File: config.mk
export PLATFORM = sky130hd
export DESIGN_NAME = shift_sequencer
export DESIGN_NICKNAME = d
export VERILOG_FILES = /design/src/rtl/cpu_pkg.sv /design/src/rtl/shift_step.sv /design/src/rtl/shift_sequencer.sv
export SDC_FILE = /design/constraint.sdc
export NUM_CORES = 1
export LEC_CHECK = 0
export BUFFER_PORTS_ARGS = -buffer_cell sky130_fd_sc_hd__clkbuf_2
export CORE_MARGIN = 1
export CORE_UTILIZATION = 51
export DETAILED_ROUTE_END_ITERATION = 10
export HOLD_SLACK_MARGIN = 0.05
export PLACE_DENSITY = 0.79
export SYNTH_ARGS = -nofsm -noshare
export SYNTH_HDL_FRONTEND = slang
export SYNTH_SLANG_ARGS = --single-unit
export TNS_END_PERCENT = 30
File: constraint.sdc
create_clock -name clk -period 2.5 [get_ports clk]
set_clock_uncertainty 0.2 [all_clocks]
set_input_delay 0.75 -clock clk [delete_from_list [all_inputs] [get_ports clk]]
set_output_delay 0.75 -clock clk [all_outputs]
set_load 0.05 [all_outputs]
File: src/rtl/cpu_pkg.sv
// rtl/cpu_pkg.sv - shared shift-op, shamt-source and sequencer state encodings
package cpu_pkg;

  localparam logic [1:0] SH_SLL = 2'b00;
  localparam logic [1:0] SH_SRL = 2'b01;
  localparam logic [1:0] SH_SRA = 2'b10;

  // Same encoding as the datapath shamt mux select driven by main control.
  localparam logic [1:0] SHAMT_IMM   = 2'b00;
  localparam logic [1:0] SHAMT_B     = 2'b01;
  localparam logic [1:0] SHAMT_CONST = 2'b10;

  localparam int CONST_SHAMT = 24;

  typedef enum logic [1:0] {
    ST_IDLE  = 2'b00,
    ST_SHIFT = 2'b01,
    ST_DONE  = 2'b10
  } seq_state_t;

endpackage

File: src/rtl/shift_step.sv
// rtl/shift_step.sv - combinational one-bit shifter used once per SHIFT cycle
module shift_step #(
  parameter int DATA_W = 32
) (
  input  logic [1:0]        op,
  input  logic [DATA_W-1:0] data,
  output logic [DATA_W-1:0] shifted
);
  import cpu_pkg::*;

  // The reserved op encoding shifts left, same as SLL.
  always_comb begin
    case (op)
      SH_SLL:  shifted = {data[DATA_W-2:0], 1'b0};
      SH_SRL:  shifted = {1'b0, data[DATA_W-1:1]};
      SH_SRA:  shifted = {data[DATA_W-1], data[DATA_W-1:1]};
      default: shifted = {data[DATA_W-2:0], 1'b0};
    endcase
  end

endmodule

File: src/rtl/shift_sequencer.sv
// rtl/shift_sequencer.sv - iterative one-bit-per-cycle shift controller with start/busy/done
module shift_sequencer #(
  parameter int DATA_W      = 32,
  parameter int CNT_W       = 5,
  parameter int CONST_SHAMT = cpu_pkg::CONST_SHAMT
) (
  input  logic              clk,
  input  logic              reset,
  input  logic              start,
  input  logic [1:0]        shift_op,
  input  logic [1:0]        src_sel,
  input  logic [4:0]        imm_shamt,
  input  logic [DATA_W-1:0] b_val,
  input  logic [DATA_W-1:0] a_val,
  output logic              busy,
  output logic              done,
  output logic [DATA_W-1:0] result,
  output logic [1:0]        shamt_sel,
  output logic [CNT_W-1:0]  shamt_val
);
  import cpu_pkg::*;

  seq_state_t        state, state_next;
  logic [DATA_W-1:0] shreg, shreg_next;
  logic [1:0]        op;
  logic [CNT_W-1:0]  cnt;
  logic [CNT_W-1:0]  amount;
  logic              accept;
  logic              last_step;
  logic              unused_b_bits;

  // Only the low CNT_W bits of B form a shift amount.
  assign unused_b_bits = ^b_val[DATA_W-1:CNT_W];

  always_comb begin
    case (src_sel)
      SHAMT_IMM:   amount = CNT_W'(imm_shamt);
      SHAMT_B:     amount = b_val[CNT_W-1:0];
      SHAMT_CONST: amount = CNT_W'(CONST_SHAMT);
      default:     amount = CNT_W'(CONST_SHAMT);
    endcase
  end

  assign accept    = (state == ST_IDLE) && start;
  assign last_step = (state == ST_SHIFT) && (cnt == CNT_W'(1));

  shift_step #(.DATA_W(DATA_W)) u_step (
    .op      (op),
    .data    (shreg),
    .shifted (shreg_next)
  );

  always_ff @(posedge clk or negedge reset) begin
    if (!reset) begin
      state <= ST_IDLE;
    end else begin
      state <= state_next;
    end
  end

  always_comb begin
    state_next = state;
    busy       = 1'b0;
    done       = 1'b0;
    case (state)
      ST_IDLE: begin
        if (start) begin
          state_next = (amount == '0) ? ST_DONE : ST_SHIFT;
        end
      end
      ST_SHIFT: begin
        busy = 1'b1;
        if (cnt == CNT_W'(1)) begin
          state_next = ST_DONE;
        end
      end
      ST_DONE: begin
        busy       = 1'b1;
        done       = 1'b1;
        state_next = ST_IDLE;
      end
      default: state_next = ST_IDLE;
    endcase
  end

  // result is only written when an operation completes, so a reset or a
  // long shift never exposes an intermediate value.
  always_ff @(posedge clk or negedge reset) begin
    if (!reset) begin
      shreg     <= '0;
      op        <= SH_SLL;
      cnt       <= '0;
      result    <= '0;
      shamt_sel <= SHAMT_IMM;
      shamt_val <= '0;
    end else if (accept) begin
      shreg     <= a_val;
      op        <= shift_op;
      cnt       <= amount;
      shamt_sel <= src_sel;
      shamt_val <= amount;
      if (amount == '0) begin
        result <= a_val;
      end
    end else if (state == ST_SHIFT) begin
      shreg <= shreg_next;
      cnt   <= cnt - CNT_W'(1);
      if (last_step) begin
        result <= shreg_next;
      end
    end
  end

endmodule

==> results.md, run 1 <==
* Crit path from: state[0]$_DFFE_PN0P_
* Fill cell count at ~620
* Die Height at between 80 and 90 um
* Row count at 31
* Area leader, netlist: dfrtp_1
* Count of final hold-check violations at 0
* DR vias at slightly above 3,000
* # diodes at 0
* Slew Viols, Final at 0
* Post-DP HPWL at 5750 um
* Crit path DAT at 1.35 ns
* Area share of the largest cell type after synthesis at 52.1%
* CTS H-tree lvls at 3
* Worst r2r dst: result[28]$_DFFE_PN0P_
* DRC Markers at 0
* RSZ-0062 raised after global routing: false
* Hold Worst Slack at 0.165 ns
* Clock Path Buffers at 2
* Setup TNS at 0 ns
* Clk root buf: clkbuf_8
* Worst slew pin tran at 0.491 ns
* Vias/cell at 5.32
* Pleak at between 0.002 and 0.0025 uW
* Share of layout cells above drive strength 1 at a little over a quarter
* First-pass GRT wire length at about 13,000 um
* Starting Density at 52.9%
* Area Overhead vs Synth at 20.4%
* Final wirelength at between 8000 and 9000 um
* GR Util All Layers at between 20% and 30%
* DRT iter0 DRCs at between 150 and 200
* Chip width at 88.8 um
* Post-synth cell types at 32
* Clock slew at reported path FFs at 0.08 ns
* Crit path to: busy
* Ys async rst share at between 90% and 100%
* Finish-stage setup viols at 0
* Final nets at around 550
* Initial antenna violation count at 0
* Req. time, crit path at approximately 1.6 ns
* Max rail drop VDD at between 0.6 and 0.7 mV
* Cell count after synthesis at between 300 and 400
* Most used DFF post-synth: dfrtp_1
* Post_cts resized at 0
* Clock Sinks at 80
* Clock Latency Late Sink at 0.34 ns
* First-pass DRT Iterations at 4
* CTS hold repair buffers at 0
* GPL Wtd Cong at roughly 0.73
* WL per Instance at ~14 um
* Post-synth EDFFs at 0
* Seq cells post-synth at 80
* Reg2reg setup slack at between 0.2 and 0.3 ns
* Largest net degree at the start of global routing at 39
* Num ports at about 120
* Max_cap viols at 0
* Warnings, synthesis at 0
* Power density cells at 1420 mW/mm2
* Core area at between 0.007 and 0.008 mm2
* HP Class: input pin to asynchronous set/reset pin
* CP Class: flip-flop to output port
* CTS buffer count at 9
* Syn Nets at 460
* Synthesized area per cell at 10.2 um2
* Crit Path Max Fanout at 3
* Reg2reg path depth at 7
* PortBufs at just under 90
* Status: complete, no violations
* Peak Freq at between 400 and 500 MHz
* Metal-1 WL at between 3000 and 4000 um
* DR WL met3 at slightly above 300 um
* Die Footprint at ~0.008 mm2
* Met2 wire length at ~4000 um
* Final worst path period share at between 90 and 100%
* Synth area leaders: dfrtp_1, mux2i_1, o21ai_0
* Post-CTS Setup Inserts at 0
* Post-synthesis sequential area ratio at a little over half
* Rel. slew slack at ~67%
* Crit end category: output port
* Post-Synthesis Cell Area at 0.00384 mm2
* Tmin final at approximately 2.3 ns
* Type of origin of the critical path: flip-flop
* Vias in the first global route at between 2,000 and 3,000
* CTS tree: yes
* DRT antenna net count at 0
* Highest routed layer: met4
* GRT overflow at 0
* Reg2reg start: cnt[1]$_DFFE_PN0P_
critical path: stages, from the launching register on:
cell and delay, ns:
dfrtp_1 0.38, inv_1 0.07, ha_1 0.28, clkbuf_2 0.27
layout by cell type (no fill, tap or decap), types with 2 or more instances in the layout:
| cell | Yosys | layout |
|---|---|---|
| dfrtp_1 | 80 | 80 |
| nand2_1 | 53 | 53 |
| o21ai_1 | 7 | 7 |
| nor4b_1 | 2 | 2 |
| nand3_1 | 2 | 2 |
| a21oi_1 | 2 | 2 |
| a221o_1 | 30 | 30 |
| o21ai_0 | 63 | 63 |
| buf_4 | 0 | 12 |
| ha_1 | 7 | 7 |
| buf_12 | 0 | 4 |
| a22oi_1 | 3 | 3 |
| nor2b_1 | 3 | 3 |
| clkbuf_2 | 0 | 88 |
| mux2_2 | 2 | 2 |
| clkbuf_8 | 0 | 10 |
| mux2i_1 | 35 | 35 |
| inv_1 | 37 | 37 |
| nor2_1 | 6 | 5 |
| clkinvlp_4 | 0 | 3 |
| xnor2_1 | 3 | 3 |
| clkinv_2 | 0 | 2 |
| nor3_1 | 3 | 3 |
cell usage after synthesis (all sizes together), types with 2 or more instances:
library cell  instances
dfrtp                80
nor2                  6
xnor2                 3
nor3                  3
clkbuf               21
nor4b                 2
inv                  37
nand2                53
a21oi                 2
mux2                  3
nand3                 2
o21ai                70
buf                   6
ha                    7
a22oi                 3
mux2i                35
a221o                30
nor2b                 3
registers in the layout (all words and copies together), names as in the netlist:
signal,count
result,32
shreg,32
cnt,5
shamt_val,5
op,2
shamt_sel,2
state,2
kinds of logic after synthesis:
group,share of synthesized area (%)
adder cells (fa/ha/maj),2.28
buffers and inverters,7.04
AND/OR/NAND/NOR,8.02
multiplexers,10.0
flip-flops,52.1
AO/OA/AOI/OAI,19.6
XOR/XNOR,0.913
area by class of cell:
cell class,instances,area (um2),share of cell area [%]
well taps,99,124,2.68
multi-input cells,233,1580,34.1
clock buffers,11,141,3.06
inverters,37,139,3.00
clock inverters,5,32.5,0.703
repair buffers,104,611,13.2
flip-flops and latches,80,2000,43.3
how the worst min path moves through the flow:
stage | to | slack, ns | cells after the start
after floorplan | cnt[0]$_DFFE_PN0P_ | 0.25 | 0
after global placement | shamt_val[1]$_DFFE_PN0P_ | 0.26 | 2
after detailed placement | shamt_val[0]$_DFFE_PN0P_ | 0.27 | 2
after CTS | result[14]$_DFFE_PN0P_ | 0.17 | 1
after global routing | result[13]$_DFFE_PN0P_ | 0.18 | 1
final | result[14]$_DFFE_PN0P_ | 0.17 | 1
routing by layer:
metal	GRT usage [%]	up-vias
met2	38.4	76
li1	-	1493
met1	27.3	1446
met3	5.50	13
met4	8.36	0
met5	0	-
per-stage QoR:
stage	area (um2)	total power [uW]	setup WS [ns]	utilization (%)	std cells
2_1_floorplan	3840	4840	0.208	-	377
3_3_place_gp	4450	5660	0.0332	61.4	553
3_5_place_dp	4450	5750	0.000555	61.4	553
4_1_cts	4620	6610	0.187	63.8	569
5_1_grt	4620	7070	0.146	63.8	569
6_report	4620	6560	0.205	63.8	569
report_power, final:
group	switching [uW]	internal, uW	total, uW
clock	450	384	834
combinational	2350	1160	3510
sequential	366	1850	2210
(Power assumes the default switching activity.)
==> run 2: changes to the inputs <==
--- a/config.mk
+++ b/config.mk
@@ -9,6 +9,6 @@
 export CORE_MARGIN = 1
-export CORE_UTILIZATION = 51
+export CORE_UTILIZATION = 55
 export DETAILED_ROUTE_END_ITERATION = 10
 export HOLD_SLACK_MARGIN = 0.05
-export PLACE_DENSITY = 0.79
+export PLACE_DENSITY_LB_ADDON = 0.12
 export SYNTH_ARGS = -nofsm -noshare
==> constraint.sdc (replaced) <==
create_clock -name clk -period 2.8 [get_ports clk]
set_clock_uncertainty 0.2 [all_clocks]
set_input_delay 0.28 -clock clk [delete_from_list [all_inputs] [get_ports clk]]
set_output_delay 0.28 -clock clk [all_outputs]
set_load 0.05 [all_outputs]
==> run 2 against run 1 <==
Sequential power shrank 10%. First-iteration DRC count shrank 3.1%. Critical path depth grew 5. Register-to-register slack gained 0.18 ns. Utilization is 4.9 points higher. Cell area up 0.35%. Clock power up 14%. Routed wire length up 3.9%. Via count grew 1.3%. Worst setup slack gained 0.26 ns. Final cell count decreased by 2.8%. Largest power group unchanged.
==> results.md, run 2 (synthesized netlist as in run 1, its figures left out) <==
* Slew Viols, Final at 0
* Largest net degree at the start of global routing at approximately 80
* Rel. slew slack at between 30% and 40%
* Reg2reg setup slack at roughly 0.46 ns
* Post_cts resized at 0
* Hold path start: a_val[22]
* Most frequent cells in the layout: clkbuf_2, dfrtp_1, o21ai_0
* Type of origin of the critical path: flip-flop
* Proportion of power drawn by flip-flops and latches at 32.9%
* Worst r2r dst: result[9]$_DFFE_PN0P_
* Share of layout cells above drive strength 1 at 25.4%
* Chip width at between 80 and 90 um
* CTS buffer count at 9
* Clock slew at reported path FFs at 0.09 ns
* Initial antenna violation count at 0
* Hold path cells at 3
* Switching part of the total at between 40% and 50%
* Hold Worst Slack at 0.0666 ns
* Post-DP HPWL at 5380 um
* PortBufs at 89
* Req. time, crit path at approximately 2.9 ns
* WL per Instance at 15.1 um
* CTS tree: yes
* Area Overhead vs Synth at 20.9%
* GPL Wtd Cong at around 0.72
* Crit end category: flip-flop
* NetSw at about 2900 uW
* Crit path top cell by count: buf_4
* Status: complete, no violations
* Vias/cell at approximately 5.5
* Hold Path Sink: shreg[22]$_DFFE_PN0P_
* DRT iter0 DRCs at around 160
* CTS H-tree lvls at 3
* Final nets at ~550
* CP Cell Sequence: inv_1 > ha_1 > nor4b_1 > nand3_1 > o41ai_4 > buf_4 > buf_4 > mux2i_1
* Count of final hold-check violations at 0
* Clock Path Buffers at 2
* Overall power at roughly 6000 uW
* GR Util All Layers at 24.3%
* Most common cell after layout, fill and taps aside: clkbuf_2
* Crit Path Max Fanout at 12
* First-pass DRT Iterations at 4
* DR vias at about 3,100
* Area after DPL at between 0.004 and 0.005 mm2
* Design Area, Final at 0.00464 mm2
* Pleak at around 0.0022 uW
* RSZ-0062 raised after global routing: false
* DRT antenna net count at 0
* GRT overflow at 0
* Tmin final at 2.34 ns
* Dpl ws at roughly 0.49 ns
* Worst slew pin tran at 1.02 ns
* Final WS setup at approximately 0.46 ns
* Setup TNS at 0 ns
* Finish-stage setup viols at 0
* CP max stage delay at 0.43 ns
* Power density cells at between 1000 and 1500 mW/mm2
* Fill cell count at 546
* Reg2reg path depth at 8
* Starting Density at 56.8%
* Reg2reg start: cnt[1]$_DFFE_PN0P_
* Pint at ~3100 uW
* HP Class: input pin to flip-flop
* Max rail drop VDD at 0.553 mV
* Final worst path period share at a little over four fifths
* Clock share of power at between 10% and 20%
* First-pass GRT wire length at ~14,000 um
* Num ports at about 120
* Worst Path Buf+Inv at 3
* Largest registers: result: 32 flops, shreg: 32 flops
* Crit path DAT at between 2 and 2.5 ns
* Die Height at 85.6 um
* Row count at 30
* Die Footprint at 0.00732 mm2
* CP Class: flip-flop to flip-flop
* Slowest stage cell, crit path: nor4b_1
* Clk root buf: clkbuf_8
* Comb power frac at around half
* Clock Latency Late Sink at about 0.34 ns
* Max_cap viols at 0
* Core area at ~0.0068 mm2
* Final wirelength at around 8400 um
* Vias in the first global route at 2,923
* # diodes at 0
* Top cell family by delay on the critical path: simple AND/OR/NAND/NOR gates
* Peak Freq at 428 MHz
* DRC Markers at 0
* Clock Sinks at 80
## run 2: how the worst max path moves through the flow
stage                            start                endpoint  depth (start not counted)  slack, ns
global placement    cnt[1]$_DFFE_PN0P_  result[13]$_DFFE_PN0P_                          8       0.56
global route        cnt[1]$_DFFE_PN0P_  result[10]$_DFFE_PN0P_                          8       0.31
finish              cnt[1]$_DFFE_PN0P_   result[9]$_DFFE_PN0P_                          8       0.46
CTS                 cnt[1]$_DFFE_PN0P_   result[9]$_DFFE_PN0P_                          8       0.46
floorplan            op[0]$_DFFE_PN0P_    shreg[6]$_DFFE_PN0P_                          8       0.81
detailed placement  cnt[1]$_DFFE_PN0P_   result[9]$_DFFE_PN0P_                          8       0.49
## run 2: timing repair
| action | 4_1_cts | 5_1_grt |
|---|---|---|
| hold buffers | 8 | 0 |
| endpoints found under the hold margin | 88 | 0 |
| setup buffers | 0 | 0 |
## run 2: routing by layer
layer / global-route usage [%] / share of wire [%] / up-vias
li1: - / - / 1498
met1: 34.8 / 47 / 1488
met2: 37.8 / 49 / 72
met3: 4.43 / 3.6 / 9
met4: 8.03 / 1.1 / 0
met5: 0 / 0 / -
## run 2: final cells by class
type	count	area, um2	share of cell area, %
Sequential cell	80	2000	43.1
Clock buffer	11	141	3.05
Multi-Input combinational cell	233	1580	33.9
Clock inverter	5	80.1	1.73
Inverter	37	139	2.99
Timing Repair Buffer	107	603	13.0
Tap cell	80	100	2.16
## run 2: power groups by stage
stage / logic [uW] / clock network, uW / registers (uW)
6_report: 3090 / 949 / 1980
5_1_grt: 3390 / 1020 / 2030
4_1_cts: 3100 / 964 / 1970
3_5_place_dp: 3070 / 0 / 1990
3_3_place_gp: 3010 / 0 / 1970
2_1_floorplan: 1620 / 0 / 2700
## run 2: metrics by stage
| step | util [%] | std cells |
|---|---|---|
| after floorplan | - | 377 |
| after global placement | 64.2 | 529 |
| after detailed placement | 64.2 | 529 |
| after CTS | 68.7 | 553 |
| after global routing | 68.7 | 553 |
| final | 68.7 | 553 |
## run 2: tightest hold or removal path, delay by kind of cell
| kind | cells | cell delay (ns) |
|---|---|---|
| compound gates | 2 | 0.23 |
| buf+inv | 1 | 0.07 |
==> run 3: changes to the inputs <==
CORE_UTILIZATION = 46   (was 55)
clock period = 2.1 ns   (was 2.8 ns; I/O delays follow)
==> run 3 against run 2 <==
Final cell count up 13%. Die area up 19%. Sequential share of layout area down 5.2 points. Sequential power up 33%. Non-clock buffer count up 50. Largest cell class unchanged. Sequential cell count unchanged. Largest power group unchanged.
==> results.md, run 3 (synthesized netlist as in run 1, its figures left out) <==
* Top cell family by delay on the critical path: buffers and inverters
* First-pass GRT wire length at around 15,000 um
* Post-DP HPWL at 5700 um
* WL per Instance at 15.0 um
* Core area at between 0.007 and 0.008 mm2
* Clock slew at reported path FFs at approximately 0.08 ns
* Final nets at ~600
* DRT antenna net count at 0
* Area after DPL at about 0.0045 mm2
* Worst Path Buf+Inv at 4
* Status: complete, no violations
* Vias in the first global route at approximately 3,200
* Final WS setup at ~0.032 ns
* Max_cap viols at 0
* HP Class: input pin to flip-flop
* Final cell count without fillers at 626
* Peak Freq at approximately 480 MHz
* Overall power at about 8300 uW
* Die Height at between 90 and 100 um
* Dpl cells at 563
* Die Footprint at between 0.008 and 0.009 mm2
* Num ports at 117
* Count of final hold-check violations at 0
* Row count at 32
* GRT overflow at 0
* Clock Latency Late Sink at around 0.35 ns
* GPL Wtd Cong at 0.711
* CP max stage delay at ~0.53 ns
* Finish-stage setup viols at 0
* First-pass DRT Iterations at 5
* Largest net degree at the start of global routing at 44
* Max rail drop VDD at 0.737 mV
* CTS H-tree lvls at 3
* Crit end category: flip-flop
* CTS buffer count at 9
* CP Class: input pin to flip-flop
* Vias/cell at about 5.3
* Design Area, Final at approximately 0.0053 mm2
* Chip width at between 90 and 100 um
* Most frequent cells in the layout: clkbuf_2, dfrtp_1, o21ai_0
* Clk root buf: clkbuf_8
* Share of layout cells above drive strength 1 at roughly 28%
* Dpl ws at -0.119 ns
* Initial antenna violation count at 0
* Starting Density at between 40% and 50%
* RSZ-0062 raised after global routing: true
* Largest registers: result: 32 flops, shreg: 32 flops
* DRT iter0 DRCs at approximately 160
* Fill cell count at approximately 640
* Final Util at 67.0%
* Crit path DAT at 2.13 ns
* Final worst path period share at between 90% and 100%
* Type of origin of the critical path: input pin
* Crit path top cell by count: mux2i_2
* Power density cells at between 1500 and 2000 mW/mm2
* CTS tree: yes
* Clock Path Buffers at 2
* Slowest stage cell, crit path: dlygate4sd3_1
* Crit Path Max Fanout at 7
* GR Util All Layers at ~22%
* Slew Viols, Final at 0
* Pleak at about 0.0025 uW
* Req. time, crit path at roughly 2.2 ns
* Most common cell after layout, fill and taps aside: clkbuf_2
* CP Cell Sequence: dlygate4sd3_1 > buf_4 > mux2i_2 > nor2_2 > o41ai_4 > buf_6 > buf_12 > mux2i_2
* Rel. slew slack at 73.8%
* Worst slew pin tran at between 0.3 and 0.4 ns
* PortBufs at between 80 and 90
* DRC Markers at 0
* Clock Sinks at 80
* # diodes at 0
* Tmin final at ~2.1 ns
* DR vias at 3,339
* Area Overhead vs Synth at 37.5%
* Final wirelength at 9370 um
[run 3: final timing paths]
kind	startpoint	to	slack [ns]	cells after the start
max	src_sel[0]	result[10]$_DFFE_PN0P_	0.03	8
max in group asynchronous	reset	result[21]$_DFFE_PN0P_	0.99	3
min in group asynchronous	reset	result[5]$_DFFE_PN0P_	0.12	2
min	a_val[2]	shreg[2]$_DFFE_PN0P_	0.04	3
max reg2reg	cnt[1]$_DFFE_PN0P_	result[10]$_DFFE_PN0P_	0.08	9
min reg2reg	shamt_sel[0]$_DFFE_PN0P_	shamt_sel[0]$_DFFE_PN0P_	0.28	2
[run 3: timing repair]
| item | in CTS | in global routing |
|---|---|---|
| pin swaps | 1 | 0 |
| setup endpoints to repair | 60 | 48 |
| gates cloned | 0 | 3 |
| hold buffers | 40 | 1 |
| buffers inserted | 2 | 1 |
| resized for setup | 2 | 17 |
| endpoints found under the hold margin | 143 | 2 |
[run 3: stage by stage]
step	hold slack [ns]	setup TNS [ns]
final	0.0400	0
after global routing	0.0585	-0.0152
after CTS	0.0528	0
after detailed placement	-0.0337	-4.43
after global placement	-0.0318	-4.27
after floorplan	-0.286	0
[run 3: worst reg2reg max path: cells and delay by family, from the launching register on]
| family | cells | cell delay, ns |
|---|---|---|
| adder cells (fa/ha/maj) | 1 | 0.16 |
| multiplexers | 1 | 0.22 |
| AO/OA/AOI/OAI | 1 | 0.09 |
| buffers and inverters | 4 | 0.59 |
| AND/OR/NAND/NOR | 2 | 0.30 |
| flip-flops | 1 | 0.39 |
[run 3: where the power goes]
group          switching (uW)  internal, uW  total (uW)
clock                     547           613        1160
combinational            2910          1580        4480
sequential                445          2200        2640
total                    3900          4390        8290
[run 3: per-layer routing]
metal	track usage [%]	up-vias	routed length (um)
li1	-	1608	-
met1	29.9	1595	4310
met2	34.7	116	4410
met3	4.39	20	427
met4	9.36	0	223
met5	0	-	0
[run 3: final cells by class]
type / instances / area [um2] / share of cell area, %
tap: 102 / 128 / 2.42
sequential: 80 / 2000 / 37.9
clock buffer: 13 / 159 / 3.01
timing repair buffer: 157 / 1180 / 22.3
inverter: 37 / 139 / 2.63
clock inverter: 3 / 40.0 / 0.758
multi-input combinational: 234 / 1640 / 31.0
